File: src/rtl/ttio_icb_bridge_pkg.sv
// ttio_icb_bridge_pkg: shared widths, bridge defaults and the packed command entry
package ttio_icb_bridge_pkg;
  localparam int E203_ADDR_SIZE = 32;
  localparam int E203_XLEN = 32;
  localparam int E203_ITAG_WIDTH = 2;
  localparam int DEF_CMD_DEPTH = 2;
  localparam int DEF_MAX_OUTS = 2;
  typedef struct packed {
    logic [E203_ADDR_SIZE-1:0] addr;
    logic [E203_XLEN-1:0] wdata;
    logic read;
    logic usign;
    logic [E203_XLEN/8-1:0] wmask;
    logic [1:0] size;
    logic [E203_ITAG_WIDTH-1:0] itag;
  } cmd_t;
  localparam int CMD_W = $bits(cmd_t);
endpackage

File: src/rtl/ttio_icb_bridge_if.sv
// ttio_icb_bridge_if: ICB command/response bundle; master drives cmd and rsp_ready, slave drives cmd_ready and rsp
interface ttio_icb_bridge_if;
  import ttio_icb_bridge_pkg::*;
  logic cmd_valid;
  logic cmd_ready;
  logic [E203_ADDR_SIZE-1:0] cmd_addr;
  logic [E203_XLEN-1:0] cmd_wdata;
  logic cmd_read;
  logic cmd_usign;
  logic [E203_XLEN/8-1:0] cmd_wmask;
  logic [1:0] cmd_size;
  logic [E203_ITAG_WIDTH-1:0] cmd_itag;
  logic rsp_valid;
  logic rsp_ready;
  logic rsp_err;
  logic [E203_XLEN-1:0] rsp_rdata;
  modport master (
    output cmd_valid, cmd_addr, cmd_wdata, cmd_read, cmd_usign, cmd_wmask, cmd_size, cmd_itag, rsp_ready,
    input cmd_ready, rsp_valid, rsp_err, rsp_rdata
  );
  modport slave (
    input cmd_valid, cmd_addr, cmd_wdata, cmd_read, cmd_usign, cmd_wmask, cmd_size, cmd_itag, rsp_ready,
    output cmd_ready, rsp_valid, rsp_err, rsp_rdata
  );
endinterface

File: src/rtl/ttio_icb_cmd_fifo.sv
// ttio_icb_cmd_fifo: in-order command FIFO; push_i/din_i write, pop_i/dout_o read head, full_o/empty_o status
module ttio_icb_cmd_fifo
  import ttio_icb_bridge_pkg::*;
#(
  parameter int DEPTH = DEF_CMD_DEPTH
) (
  input  logic clk,
  input  logic rst_n,
  input  logic push_i,
  input  cmd_t din_i,
  input  logic pop_i,
  output cmd_t dout_o,
  output logic full_o,
  output logic empty_o
);
  localparam int PW = DEPTH > 1 ? $clog2(DEPTH) : 1;
  logic [CMD_W-1:0] mem_q [DEPTH];
  logic [PW-1:0] wp_q, wp_d, rp_q, rp_d;
  logic [2:0] cnt_q, cnt_d;
  logic push, pop;
  assign full_o = cnt_q == 3'(DEPTH);
  assign empty_o = cnt_q == '0;
  assign push = push_i & ~full_o;
  assign pop = pop_i & ~empty_o;
  assign dout_o = cmd_t'(mem_q[rp_q]);
  always_comb begin
    wp_d = push ? (wp_q == PW'(DEPTH - 1) ? '0 : wp_q + 1'b1) : wp_q;
    rp_d = pop ? (rp_q == PW'(DEPTH - 1) ? '0 : rp_q + 1'b1) : rp_q;
    cnt_d = cnt_q + 3'(push) - 3'(pop);
  end
  always_ff @(posedge clk) begin
    if (!rst_n) begin
      wp_q <= '0;
      rp_q <= '0;
      cnt_q <= '0;
    end else begin
      wp_q <= wp_d;
      rp_q <= rp_d;
      cnt_q <= cnt_d;
    end
  end
  always_ff @(posedge clk) if (push) mem_q[wp_q] <= din_i;
endmodule

File: src/rtl/ttio_icb_bridge.sv
// ttio_icb_bridge: queues TTIO ICB commands toward LSU-ctrl, limits outstanding ones and returns responses
// ports: clk, rst_n (sync, active-low); ttio (slave bundle from TTIO); lsu (master bundle to LSU-ctrl);
//        ttio_flush_req blocks new accepts; bridge_busy / outs_cnt report queued and outstanding work.
// E203_TTIO_RSP_TIMEOUT_EN adds a response watchdog that answers stuck commands with err=1.
module ttio_icb_bridge
  import ttio_icb_bridge_pkg::*;
#(
  parameter int CMD_DEPTH = DEF_CMD_DEPTH,
  parameter int MAX_OUTS = DEF_MAX_OUTS,
  parameter int RSP_TIMEOUT = 255
) (
  input  logic clk,
  input  logic rst_n,
  ttio_icb_bridge_if.slave ttio,
  ttio_icb_bridge_if.master lsu,
  input  logic ttio_flush_req,
  output logic bridge_busy,
  output logic [2:0] outs_cnt
);
  if (CMD_DEPTH < 1 || CMD_DEPTH > 4) begin : g_bad_depth
    $error("CMD_DEPTH out of range");
  end
  if (MAX_OUTS < 1 || MAX_OUTS > 7) begin : g_bad_outs
    $error("MAX_OUTS out of range");
  end
  if (RSP_TIMEOUT < 1 || RSP_TIMEOUT > 65535) begin : g_bad_timeout
    $error("RSP_TIMEOUT out of range");
  end
  cmd_t head, din;
  logic full, empty, cmd_hs, rsp_hs;
  logic [2:0] outs_q, outs_d;
  assign din = {ttio.cmd_addr, ttio.cmd_wdata, ttio.cmd_read, ttio.cmd_usign, ttio.cmd_wmask, ttio.cmd_size, ttio.cmd_itag};
  // rst_n gating keeps handshakes quiet while the synchronous reset is pending
  assign ttio.cmd_ready = rst_n & ~full & ~ttio_flush_req;
  assign lsu.cmd_valid = rst_n & ~empty & (outs_q < 3'(MAX_OUTS));
  assign {lsu.cmd_addr, lsu.cmd_wdata, lsu.cmd_read, lsu.cmd_usign, lsu.cmd_wmask, lsu.cmd_size, lsu.cmd_itag} = head;
  assign cmd_hs = lsu.cmd_valid & lsu.cmd_ready;
  assign rsp_hs = ttio.rsp_valid & ttio.rsp_ready;
  assign outs_d = outs_q + 3'(cmd_hs) - 3'(rsp_hs);
  assign outs_cnt = outs_q;
  assign bridge_busy = rst_n & (~empty | (outs_q != '0));
  ttio_icb_cmd_fifo #(.DEPTH(CMD_DEPTH)) u_fifo (
    .clk(clk),
    .rst_n(rst_n),
    .push_i(ttio.cmd_valid & ttio.cmd_ready),
    .din_i(din),
    .pop_i(cmd_hs),
    .dout_o(head),
    .full_o(full),
    .empty_o(empty)
  );
  always_ff @(posedge clk) outs_q <= !rst_n ? '0 : outs_d;
`ifdef E203_TTIO_RSP_TIMEOUT_EN
  logic [15:0] to_q, to_d;
  logic [2:0] orph_q, orph_d;
  logic to_hit, orph, lsu_hs, syn_acc;
  assign to_hit = to_q == 16'(RSP_TIMEOUT);
  assign orph = orph_q != '0;
  // orphans are late answers to commands already closed by a synthesized error
  assign ttio.rsp_valid = to_hit | (~orph & lsu.rsp_valid);
  assign ttio.rsp_err = to_hit | lsu.rsp_err;
  assign ttio.rsp_rdata = to_hit ? '0 : lsu.rsp_rdata;
  assign lsu.rsp_ready = orph | (~to_hit & ttio.rsp_ready);
  assign lsu_hs = lsu.rsp_valid & lsu.rsp_ready;
  assign syn_acc = to_hit & ttio.rsp_ready;
  always_comb begin
    to_d = (outs_q == '0 | lsu_hs | syn_acc) ? '0 : to_q + 16'(!to_hit);
    orph_d = orph_q + 3'(syn_acc) - 3'(orph & lsu.rsp_valid);
  end
  always_ff @(posedge clk) begin
    if (!rst_n) begin
      to_q <= '0;
      orph_q <= '0;
    end else begin
      to_q <= to_d;
      orph_q <= orph_d;
    end
  end
`else
  assign ttio.rsp_valid = lsu.rsp_valid;
  assign ttio.rsp_err = lsu.rsp_err;
  assign ttio.rsp_rdata = lsu.rsp_rdata;
  assign lsu.rsp_ready = ttio.rsp_ready;
`endif
endmodule
File: src/flat_wrapper.sv
// flat-port wrapper written by rule: the top's interface ports become plain ports
module ttio_icb_bridge_flat import ttio_icb_bridge_pkg::*;
#(
  parameter int CMD_DEPTH = DEF_CMD_DEPTH,
  parameter int MAX_OUTS = DEF_MAX_OUTS,
  parameter int RSP_TIMEOUT = 255
)
  (clk, rst_n, ttio_flush_req, bridge_busy, outs_cnt, ttio_cmd_valid, ttio_cmd_addr, ttio_cmd_wdata, ttio_cmd_read, ttio_cmd_usign, ttio_cmd_wmask, ttio_cmd_size, ttio_cmd_itag, ttio_rsp_ready, ttio_cmd_ready, ttio_rsp_valid, ttio_rsp_err, ttio_rsp_rdata, lsu_cmd_valid, lsu_cmd_addr, lsu_cmd_wdata, lsu_cmd_read, lsu_cmd_usign, lsu_cmd_wmask, lsu_cmd_size, lsu_cmd_itag, lsu_rsp_ready, lsu_cmd_ready, lsu_rsp_valid, lsu_rsp_err, lsu_rsp_rdata);
  ttio_icb_bridge_if ttio_i ();
  ttio_icb_bridge_if lsu_i ();
  input  logic clk;
  input  logic rst_n;
  input  logic ttio_flush_req;
  output logic bridge_busy;
  output logic [2:0] outs_cnt;
  input wire logic [$bits(ttio_i.cmd_valid)-1:0] ttio_cmd_valid;
  input wire logic [$bits(ttio_i.cmd_addr)-1:0] ttio_cmd_addr;
  input wire logic [$bits(ttio_i.cmd_wdata)-1:0] ttio_cmd_wdata;
  input wire logic [$bits(ttio_i.cmd_read)-1:0] ttio_cmd_read;
  input wire logic [$bits(ttio_i.cmd_usign)-1:0] ttio_cmd_usign;
  input wire logic [$bits(ttio_i.cmd_wmask)-1:0] ttio_cmd_wmask;
  input wire logic [$bits(ttio_i.cmd_size)-1:0] ttio_cmd_size;
  input wire logic [$bits(ttio_i.cmd_itag)-1:0] ttio_cmd_itag;
  input wire logic [$bits(ttio_i.rsp_ready)-1:0] ttio_rsp_ready;
  output wire logic [$bits(ttio_i.cmd_ready)-1:0] ttio_cmd_ready;
  output wire logic [$bits(ttio_i.rsp_valid)-1:0] ttio_rsp_valid;
  output wire logic [$bits(ttio_i.rsp_err)-1:0] ttio_rsp_err;
  output wire logic [$bits(ttio_i.rsp_rdata)-1:0] ttio_rsp_rdata;
  output wire logic [$bits(lsu_i.cmd_valid)-1:0] lsu_cmd_valid;
  output wire logic [$bits(lsu_i.cmd_addr)-1:0] lsu_cmd_addr;
  output wire logic [$bits(lsu_i.cmd_wdata)-1:0] lsu_cmd_wdata;
  output wire logic [$bits(lsu_i.cmd_read)-1:0] lsu_cmd_read;
  output wire logic [$bits(lsu_i.cmd_usign)-1:0] lsu_cmd_usign;
  output wire logic [$bits(lsu_i.cmd_wmask)-1:0] lsu_cmd_wmask;
  output wire logic [$bits(lsu_i.cmd_size)-1:0] lsu_cmd_size;
  output wire logic [$bits(lsu_i.cmd_itag)-1:0] lsu_cmd_itag;
  output wire logic [$bits(lsu_i.rsp_ready)-1:0] lsu_rsp_ready;
  input wire logic [$bits(lsu_i.cmd_ready)-1:0] lsu_cmd_ready;
  input wire logic [$bits(lsu_i.rsp_valid)-1:0] lsu_rsp_valid;
  input wire logic [$bits(lsu_i.rsp_err)-1:0] lsu_rsp_err;
  input wire logic [$bits(lsu_i.rsp_rdata)-1:0] lsu_rsp_rdata;
  assign ttio_i.cmd_valid = ttio_cmd_valid;
  assign ttio_i.cmd_addr = ttio_cmd_addr;
  assign ttio_i.cmd_wdata = ttio_cmd_wdata;
  assign ttio_i.cmd_read = ttio_cmd_read;
  assign ttio_i.cmd_usign = ttio_cmd_usign;
  assign ttio_i.cmd_wmask = ttio_cmd_wmask;
  assign ttio_i.cmd_size = ttio_cmd_size;
  assign ttio_i.cmd_itag = ttio_cmd_itag;
  assign ttio_i.rsp_ready = ttio_rsp_ready;
  assign ttio_cmd_ready = ttio_i.cmd_ready;
  assign ttio_rsp_valid = ttio_i.rsp_valid;
  assign ttio_rsp_err = ttio_i.rsp_err;
  assign ttio_rsp_rdata = ttio_i.rsp_rdata;
  assign lsu_cmd_valid = lsu_i.cmd_valid;
  assign lsu_cmd_addr = lsu_i.cmd_addr;
  assign lsu_cmd_wdata = lsu_i.cmd_wdata;
  assign lsu_cmd_read = lsu_i.cmd_read;
  assign lsu_cmd_usign = lsu_i.cmd_usign;
  assign lsu_cmd_wmask = lsu_i.cmd_wmask;
  assign lsu_cmd_size = lsu_i.cmd_size;
  assign lsu_cmd_itag = lsu_i.cmd_itag;
  assign lsu_rsp_ready = lsu_i.rsp_ready;
  assign lsu_i.cmd_ready = lsu_cmd_ready;
  assign lsu_i.rsp_valid = lsu_rsp_valid;
  assign lsu_i.rsp_err = lsu_rsp_err;
  assign lsu_i.rsp_rdata = lsu_rsp_rdata;
  ttio_icb_bridge #(.CMD_DEPTH(CMD_DEPTH), .MAX_OUTS(MAX_OUTS), .RSP_TIMEOUT(RSP_TIMEOUT)) u_core (.clk(clk), .rst_n(rst_n), .ttio(ttio_i), .lsu(lsu_i), .ttio_flush_req(ttio_flush_req), .bridge_busy(bridge_busy), .outs_cnt(outs_cnt));
endmodule
File: config.mk
export PLATFORM = sky130hd
export DESIGN_NAME = ttio_icb_bridge_flat
export DESIGN_NICKNAME = d
export VERILOG_FILES = /design/src/rtl/ttio_icb_bridge_pkg.sv /design/src/rtl/ttio_icb_bridge_if.sv /design/src/rtl/ttio_icb_cmd_fifo.sv /design/src/rtl/ttio_icb_bridge.sv /design/src/flat_wrapper.sv
export SDC_FILE = /design/constraint.sdc
export NUM_CORES = 1
export LEC_CHECK = 0
export CAP_MARGIN = 20
export CORE_MARGIN = 3
export CORE_UTILIZATION = 44
export DETAILED_ROUTE_END_ITERATION = 8
export MAX_ROUTING_LAYER = met4
export PLACE_DENSITY_LB_ADDON = 0.12
export SYNTH_ARGS = -nofsm -noshare
export SYNTH_HDL_FRONTEND = slang
export SYNTH_SLANG_ARGS = --single-unit
File: constraint.sdc
create_clock -name clk -period 6.7 [get_ports clk]
set_input_delay 1.34 -clock clk [delete_from_list [all_inputs] [get_ports clk]]
set_output_delay 1.34 -clock clk [all_outputs]
set_load 0.005 [all_outputs]
-- After elaboration in Yosys (flattened, before gate mapping)
Memories as Yosys holds them, arrays and structs flattened. A register that Yosys moved wholly into a read port is not among the register bits.
Index checks and enable logic that the tools add are counted.
- add/sub/neg operators: 6
- order comparisons: 1
- equal/unequal tests: 1
- multiplexer cells: 6
- bitwise gates (word level): 14
- reduce and logical (&&, ||, !) cells: 2
- operators with widths (operator ; count):
    bitwise AND 1 bit ; 10
    adder 3 x 1 -> 3 bit ; 2
    2-to-1 mux 1 bit ; 6
    subtractor 3 x 1 -> 3 bit ; 2
    equality test 3 x 2 -> 1 bit, second input constant ; 1
    logical NOT 3 bit ; 1
    < comparator 3 x 2 -> 1 bit, second input constant ; 1
    NOT 1 bit ; 3
    nonzero test 3 bit ; 1
    adder 1 bit, second input constant ; 2
    bitwise OR 1 bit ; 1
- bits in registers: 8
- memory bits (writable): 148
- input port bits: 114
- output and inout port bits: 115
- logic and storage cells: 35
- memories kept: 1
- memories (memory ; words ; width ; read ports ; clocked after Yosys merged registers in ; write ports ; line ; text):
    u_core.u_fifo.mem_q ; 2 ; 74 ; 1 ; 1 ; 1 ; ttio_icb_cmd_fifo.sv:17 ; logic [CMD_W-1:0] mem_q [DEPTH];

-- Depth between registers and ports, before layout
Gate-level depths: netlist (run 1).
- word-level depth: 8
- mapped depth: 11
- gate-level depth less buffers: 10

-- By module
From an unflattened synthesis (run 1), not the netlist that was laid out.
- cell total of the unflattened synthesis: 319
- area, all modules: 6118.4 um2
- by module, submodules not included (module ; instances ; cells each ; area an instance (um2) ; sequential area each (um2)):
    ttio_icb_cmd_fifo ; 1 ; 261 ; 5636.7 ; 4564.4
    ttio_icb_bridge ; 1 ; 58 ; 481.7 ; 60.1

-- Least setup slack after synthesis (run 1)
OpenSTA, ideal clock, no wires.
- path type: input to register
- start point: input ttio_flush_req
- end point: memory u_core.u_fifo.mem_q[0][0] (netlist name), enable pin
- arrival time: 4.892 ns
- path slack: 1.301 ns
- cell stages on the path: 3
- path through: nand2b_1 > a211o_1 > nor2_1
- longest elaborated chain between the ends: 6
- RTL lines (element ; line ; text):
    start: declaration ; flat_wrapper.sv:13 ; input logic ttio_flush_req;
    NOT 1 bit ; ttio_icb_bridge.sv:34 ; assign ttio.cmd_ready = rst_n & ~full & ~ttio_flush_req;
    bitwise AND 1 bit ; ttio_icb_bridge.sv:34 ;
    bitwise AND 1 bit ; ttio_icb_bridge.sv:45 ; .push_i(ttio.cmd_valid & ttio.cmd_ready),
    bitwise AND 1 bit ; ttio_icb_cmd_fifo.sv:23 ; assign push = push_i & ~full_o;
    2-to-1 mux 1 bit ; ttio_icb_cmd_fifo.sv:42 ; always_ff @(posedge clk) if (push) mem_q[wp_q] <= din_i;
    2-to-1 mux 1 bit (not written as such) ; ttio_icb_cmd_fifo.sv:42 ;
    end: declaration ; ttio_icb_cmd_fifo.sv:17 ;
No other way between the ends.

-- Worst setup path in the final report (run 1)
- start point: input rst_n
- end point: output ttio_cmd_ready
- longest elaborated chain between the ends: 2
- RTL lines (element ; line ; text):
    start: declaration ; flat_wrapper.sv:12 ; input logic rst_n;
    bitwise AND 1 bit (2 in a row) ; ttio_icb_bridge.sv:34 ;
    end: declaration ; flat_wrapper.sv:25 ; output wire logic [$bits(ttio_i.cmd_ready)-1:0] ttio_cmd_ready;
No other way between the ends.

==> key figures, run 1 <==
Finish
  – Sequential cell area: 4630 µm²
  – # nets final: 577
  – Filler cells: 1024
  – Multi-input logic area: 1140 µm²
  – Share of layout cells above drive strength 1: 20.7%
  – Area Growth Syn to Fin: 34.3%
  – Commonest non-fill, non-tap cell in the layout: clkdlybuf4s50_1
  – Commonest non-fill, non-tap cells in the layout: clkdlybuf4s50_1, edfxtp_1, mux2_2

Global route
  – Antenna violations before repair: 1
  – Pin count of the biggest net entering global routing: 75
  – All-Layer GR Usage: 15.2%
  – GR Overflow Total: 0
  – Number of global-route vias before repair: 3265
  – First-pass GRT wire length: 16.5 mm

Place
  – Setup Slack @ Placement: 2410 ps
  – Post-DP HPWL: 6.92 mm
  – GP Congestion: 0.761
  – I/O Buffers: 162

Min path
  – Worst Hold Depth: 1
  – Hold wc startpoint: u_core.u_fifo.rp_q$_SDFFE_PN0P_
  – Worst Hold Class: flop to flop

Worst setup path
  – Reg2reg path depth: 9
  – CP Class: input pin to output port
  – CP Max Fanout: 13
  – Crit start category: input pin
  – Crit path capture type: output port
  – Capturing point of the worst reg2reg path: u_core.u_fifo.cnt_q[2]$_SDFF_PN0_
  – Critical Path RT: 5360 ps
  – R2R Setup Slk: 4320 ps
  – FF-to-FF Start: u_core.u_fifo.cnt_q[2]$_SDFF_PN0_
  – WP data arrival: 2940 ps

Clocking
  – CTS root buffer: clkbuf_16
  – CTS tree: done
  – Clock slew at reported path FFs: 60 ps
  – H-tree depth: 4
  – Clock tree sinks: 157
  – Hold_buf cts: 0
  – Post-CTS Setup Repair Bufs: 0
  – CTS max path bufs: 2
  – Clk Latency, worst-skew pair: 410 ps
  – CTS buffer count: 17
  – CTS resizes: 0

Routing
  – Post-DRT Antenna Nets: 0
  – DR top layer: met4
  – DR WL met2: 5.46 mm
  – Vias per cell: 4.86
  – WL met3: 1.12 mm
  – Initial DRT Pass Iterations: 4
  – Detailed-route wire length on metal 1: 4.45 mm
  – Drt wl/cell: 17.5 µm
  – Vias after detailed routing: 3132
  – Final WL: 11.3 mm
  – Starting DRT DRC Count: 174
  – Residual DRC count: 0

STA
  – RSZ-0062 raised after global routing: false
  – Final WS setup: 2420 ps
  – Slew Viols, Final: 0
  – Worst slew margin: 31.5%
  – Setup TNS: 0 ps
  – Max Fclk: 0.234 GHz
  – Final Cycle Share: 63.9%
  – Worst slew pin tran: 1030 ps
  – Final hold violation count: 0
  – Final Critical Period: 4280 ps
  – Clock Skew: 6.50 ps
  – Setup violators final: 0

Synth
  – Sequential share of the synthesized area: 75.8%
  – Gate Count Post-Synth: 318
  – Post-synth ARST share: 0%
  – Synth Cell Area: 6100 µm²
  – Netlist cell types: 27
  – Syn_area_per_cell: 19.2 µm²
  – Syn Nets: 439
  – Post-synth EDFFs: 148
  – Flops & latches, synth: 157
  – Top FF cell, synth: edfxtp_1
  – Synth Warn #: 0

Die
  – # rows: 42
  – I/O pin count: 229
  – Initial Util: 45.5%
  – Horiz. Die Dim: 124 µm
  – Die Y: 124 µm
  – Core Box Area: 13400 µm²
  – Die area: 15300 µm²

Power
  – Pwr Density: 306 nW/µm²
  – Peak supply drop: 0.160 mV
  – Pleak: 2.75 nW

Run
  – Max_cap viols: 0

Status
  – Status: finished, final reports clean
[flip-flops by register name (all words and copies together), names as in the netlist, named ones only]
| register | cells |
|---|---|
| u_core.outs_cnt | 3 |
| u_core.u_fifo.mem_q | 148 |
| u_core.u_fifo.cnt_q | 3 |
| u_core.u_fifo.rp_q | 1 |
| u_core.u_fifo.wp_q | 1 |
[final cells by class]
cell class / instances / area share [%]
Clock inverter: 13 / 1.01
Timing Repair Buffer: 164 / 20.2
Inverter: 9 / 0.412
Antenna cell: 1 / 0.0305
Multi-Input combinational cell: 107 / 13.9
Clock buffer: 18 / 5.24
Sequential cell: 157 / 56.5
Tap cell: 176 / 2.69
[power by group]
group	internal (mW)	switching [mW]	total, mW
Sequential	1.12	0.0731	1.20
Clock	0.495	0.343	0.837
Combinational	0.333	0.138	0.471
Total	1.95	0.554	2.50
[Yosys cell counts, drive strengths merged (3+ instances only)]
| library cell | instances | share of area (%) |
|---|---|---|
| and2 | 6 | 0.62 |
| edfxtp | 148 | 73 |
| inv | 9 | 0.55 |
| mux2i | 3 | 0.49 |
| dfxtp | 9 | 3.0 |
| ha | 5 | 1.0 |
| buf | 43 | 5.1 |
| mux2 | 74 | 14 |
[per-stage QoR]
step                      total power, mW  util, %  hold WS (ps)  instances  cell area, µm²
after floorplan                      1.42        -           437        318            6100
after global placement               1.69     57.1           449        612            7650
after detailed placement             1.69     57.1           446        612            7650
after CTS                            2.54     60.9           470        643            8160
after global routing                 2.62     61.1           507        645            8190
final                                2.50     61.1           470        645            8190
[critical path, stage by stage]
cell	delay, ps
clkdlybuf4s50_1	700
nand2b_1	150
a21oi_1	210
clkdlybuf4s50_1	540
[how the worst max path moves through the flow]
stage	startpoint	slack, ps	end	cells after the start
5_1_grt	rst_n	2320	ttio_cmd_ready	4
3_5_place_dp	rst_n	2410	ttio_cmd_ready	4
4_1_cts	rst_n	2390	ttio_cmd_ready	4
6_report	rst_n	2420	ttio_cmd_ready	4
2_1_floorplan	ttio_flush_req	1300	u_core.u_fifo.mem_q[0][0]$_DFFE_PP_	3
3_3_place_gp	rst_n	2530	ttio_cmd_ready	4
[metal layers]
metal / vias up / GRT usage (%)
met5: - / -
met4: 0 / 6.57
met3: 39 / 7.13
met2: 129 / 22.8
met1: 1514 / 17.5
li1: 1450 / -
[logic make-up after synthesis]
| logic type | share of synthesized area [%] |
|---|---|
| muxes | 14.1 |
| AOI/OAI and AO/OA | 0.410 |
| DFF | 75.8 |
| and+or+nand+nor | 1.82 |
| buffers and inverters | 5.74 |
| xor gates and xnor gates | 0.431 |
| adders and majority gates | 1.68 |
Note: power is estimated with default switching activity, not from simulation.
==> run 2: changes to the inputs <==
- clock period: 6.7 -> 4.3 ns (I/O delays scaled with it)
==> run 2 against run 1 <==
Worst setup slack worse by 1400 ps; cell area up 0.86%; flip-flop and latch count unchanged; clock-buffer cell count rose by 1; routed wire length down 4.4%; final cell count did not move; clock skew decreased by 2.0 ps; critical path depth is the same; global-route usage shrank 0.57 points; critical path type unchanged.
==> key figures, run 2 (synthesis gave the netlist of run 1 again) <==
Power
  – Power, Total: 4.04 mW (+61%)
  – Peak supply drop: 0.330 mV (+110%)
  – Pleak: 2.78 nW (+1.2%)
  – Pwr Density: 489 nW/µm² (+60%)

Worst setup path
  – CP max-delay cell: clkdlybuf4s50_1
  – CP max stage delay: 680 ps (-20 ps)
  – Capturing point of the worst reg2reg path: u_core.u_fifo.cnt_q[2]$_SDFF_PN0_
  – R2R Setup Slk: 1940 ps (-2380 ps)
  – Reg2reg path depth: 9 (unchanged)
  – CP Class: input pin to output port
  – CP cell instances: clkdlybuf4s50_1 > nand2b_1 > a21oi_1 > clkdlybuf4s50_1
  – Crit path to: ttio_cmd_ready
  – FF-to-FF Start: u_core.u_fifo.cnt_q[2]$_SDFF_PN0_
  – Critical Path RT: 3440 ps (-1920 ps)
  – CP most frequent cell: clkdlybuf4s50_1
  – Crit start category: input pin
  – Crit path capture type: output port
  – WP data arrival: 2390 ps (-550 ps)
  – Critical path startpoint: rst_n
  – CP Max Fanout: 13 (unchanged)

Finish
  – # nets final: 577 (unchanged)
  – Max reg flops: 148 (unchanged)
  – Commonest non-fill, non-tap cell in the layout: clkdlybuf4s50_1
  – Area Growth Syn to Fin: 35.4%
  – ANT cells: 0 (-1)
  – Final Core Density: 61.7% (+0.52 points)
  – Share of layout cells above drive strength 1: 22.0% (+1.2 points)
  – Final Non-Filler Cells: 645 (unchanged)
  – Commonest non-fill, non-tap cells in the layout: clkdlybuf4s50_1, edfxtp_1, mux2_2
  – Largest register by flop count: u_core.u_fifo.mem_q

Clocking
  – Clk Latency, worst-skew pair: 400 ps (about the same)
  – H-tree depth: 4 (unchanged)
  – Hold_buf cts: 0 (unchanged)
  – CTS root buffer: clkbuf_16
  – Clock tree sinks: 157 (unchanged)
  – CTS resizes: 0 (unchanged)
  – CTS max path bufs: 2 (unchanged)
  – Clock slew at reported path FFs: 60 ps (about the same)
  – CTS tree: done
  – CTS buffer count: 17 (unchanged)
  – Post-CTS Setup Repair Bufs: 0 (unchanged)

STA
  – Worst slew margin: 32.0% (+0.50 points)
  – Setup TNS: 0 ps (unchanged)
  – RSZ-0062 raised after global routing: false
  – Final hold violation count: 0 (unchanged)
  – Slew Viols, Final: 0 (unchanged)
  – Final WS setup: 1050 ps (-1370 ps)
  – Worst slew pin tran: 1020 ps (-7.43 ps)
  – Final Critical Period: 3250 ps
  – Max Fclk: 0.308 GHz
  – Final Cycle Share: 75.6%
  – Clock Skew: 4.52 ps (-1.99 ps)
  – Setup violators final: 0 (unchanged)

Die
  – Initial Util: 45.5% (unchanged)
  – Core Box Area: 13400 µm² (unchanged)
  – Die Y: 124 µm (unchanged)
  – Horiz. Die Dim: 124 µm (unchanged)
  – I/O pin count: 229 (unchanged)
  – Die area: 15300 µm² (unchanged)
  – # rows: 42 (unchanged)

Global route
  – All-Layer GR Usage: 14.6% (-0.57 points)
  – GR Overflow Total: 0 (unchanged)
  – Met1 Track Usage GR: 16.6% (-0.94 points)
  – Gr busiest metal: met2
  – Antenna violations before repair: 0 (-1)
  – M3 GR Usage: 5.36% (-1.8 points)
  – Met2 GRT Util: 22.7% (-0.14 points)
  – First-pass GRT wire length: 16.1 mm (-2.5%)
  – Number of global-route vias before repair: 3234 (-0.95%)
  – Pin count of the biggest net entering global routing: 75 (unchanged)

Routing
  – Post-DRT Antenna Nets: 0 (unchanged)
  – Final WL: 10.8 mm (-4.4%)
  – Initial DRT Pass Iterations: 4 (unchanged)
  – Drt wl/cell: 16.7 µm (-4.4%)
  – Vias after detailed routing: 3116 (-0.51%)
  – Starting DRT DRC Count: 174 (unchanged)
  – Residual DRC count: 0 (unchanged)
  – Vias per cell: 4.83 (-0.51%)

Run
  – Max_cap viols: 0 (unchanged)

Place
  – GP Congestion: 0.721 (-5.3%)
  – Setup Slack @ Placement: 823 ps (-1590 ps)
  – I/O Buffers: 162 (unchanged)
  – Placed Cells: 613 (+0.16%)
  – Post-DP HPWL: 6.94 mm (+0.28%)

Min path
  – Worst Hold Class: flop to flop
  – Hold wc startpoint: u_core.u_fifo.rp_q$_SDFFE_PN0P_

Status
  – Status: finished, final reports clean
[run 2: metal layers]
metal  share of wire (%)  wire, µm
met5                   0         0
met4                 2.6       278
met1                  40      4360
met3                 8.2       881
met2                  49      5280
[run 2: worst min path at each step]
| stage | to | cells after the start | slack (ps) |
|---|---|---|---|
| floorplan | flop | 1 | 440 |
| global placement | flop | 1 | 450 |
| detailed placement | flop | 1 | 440 |
| CTS | flop | 1 | 450 |
| global route | flop | 1 | 470 |
| finish | flop | 1 | 450 |
[run 2: layout make-up]
| cell class | count | area, µm² |
|---|---|---|
| clock buffer | 19 | 433 |
| tap | 176 | 220 |
| sequential | 157 | 4630 |
| timing repair buffer | 164 | 1660 |
| inverter | 9 | 33.8 |
| fill | 1009 | 5140 |
| multi-input combinational | 107 | 1140 |
| clock inverter | 13 | 146 |
[run 2: metrics by stage]
stage / hold slack (ps) / instance area, µm²
final: 450 / 8260
after global routing: 466 / 8260
after CTS: 454 / 8260
after detailed placement: 445 / 7680
after global placement: 445 / 7680
after floorplan: 437 / 6110
[run 2: report_power, final]
part           switching (mW)  leakage (nW)  internal (mW)
Clock                   0.544         0.282          0.904
Sequential              0.110          1.42           1.75
Combinational           0.214          1.08          0.520
Total                   0.869          2.78           3.17
[run 2: critical path, delay by kind of cell]
family,cells,cell delay [ps]
buffers and inverters,2,1220
AO/OA/AOI/OAI,1,190
AND/OR/NAND/NOR,1,120
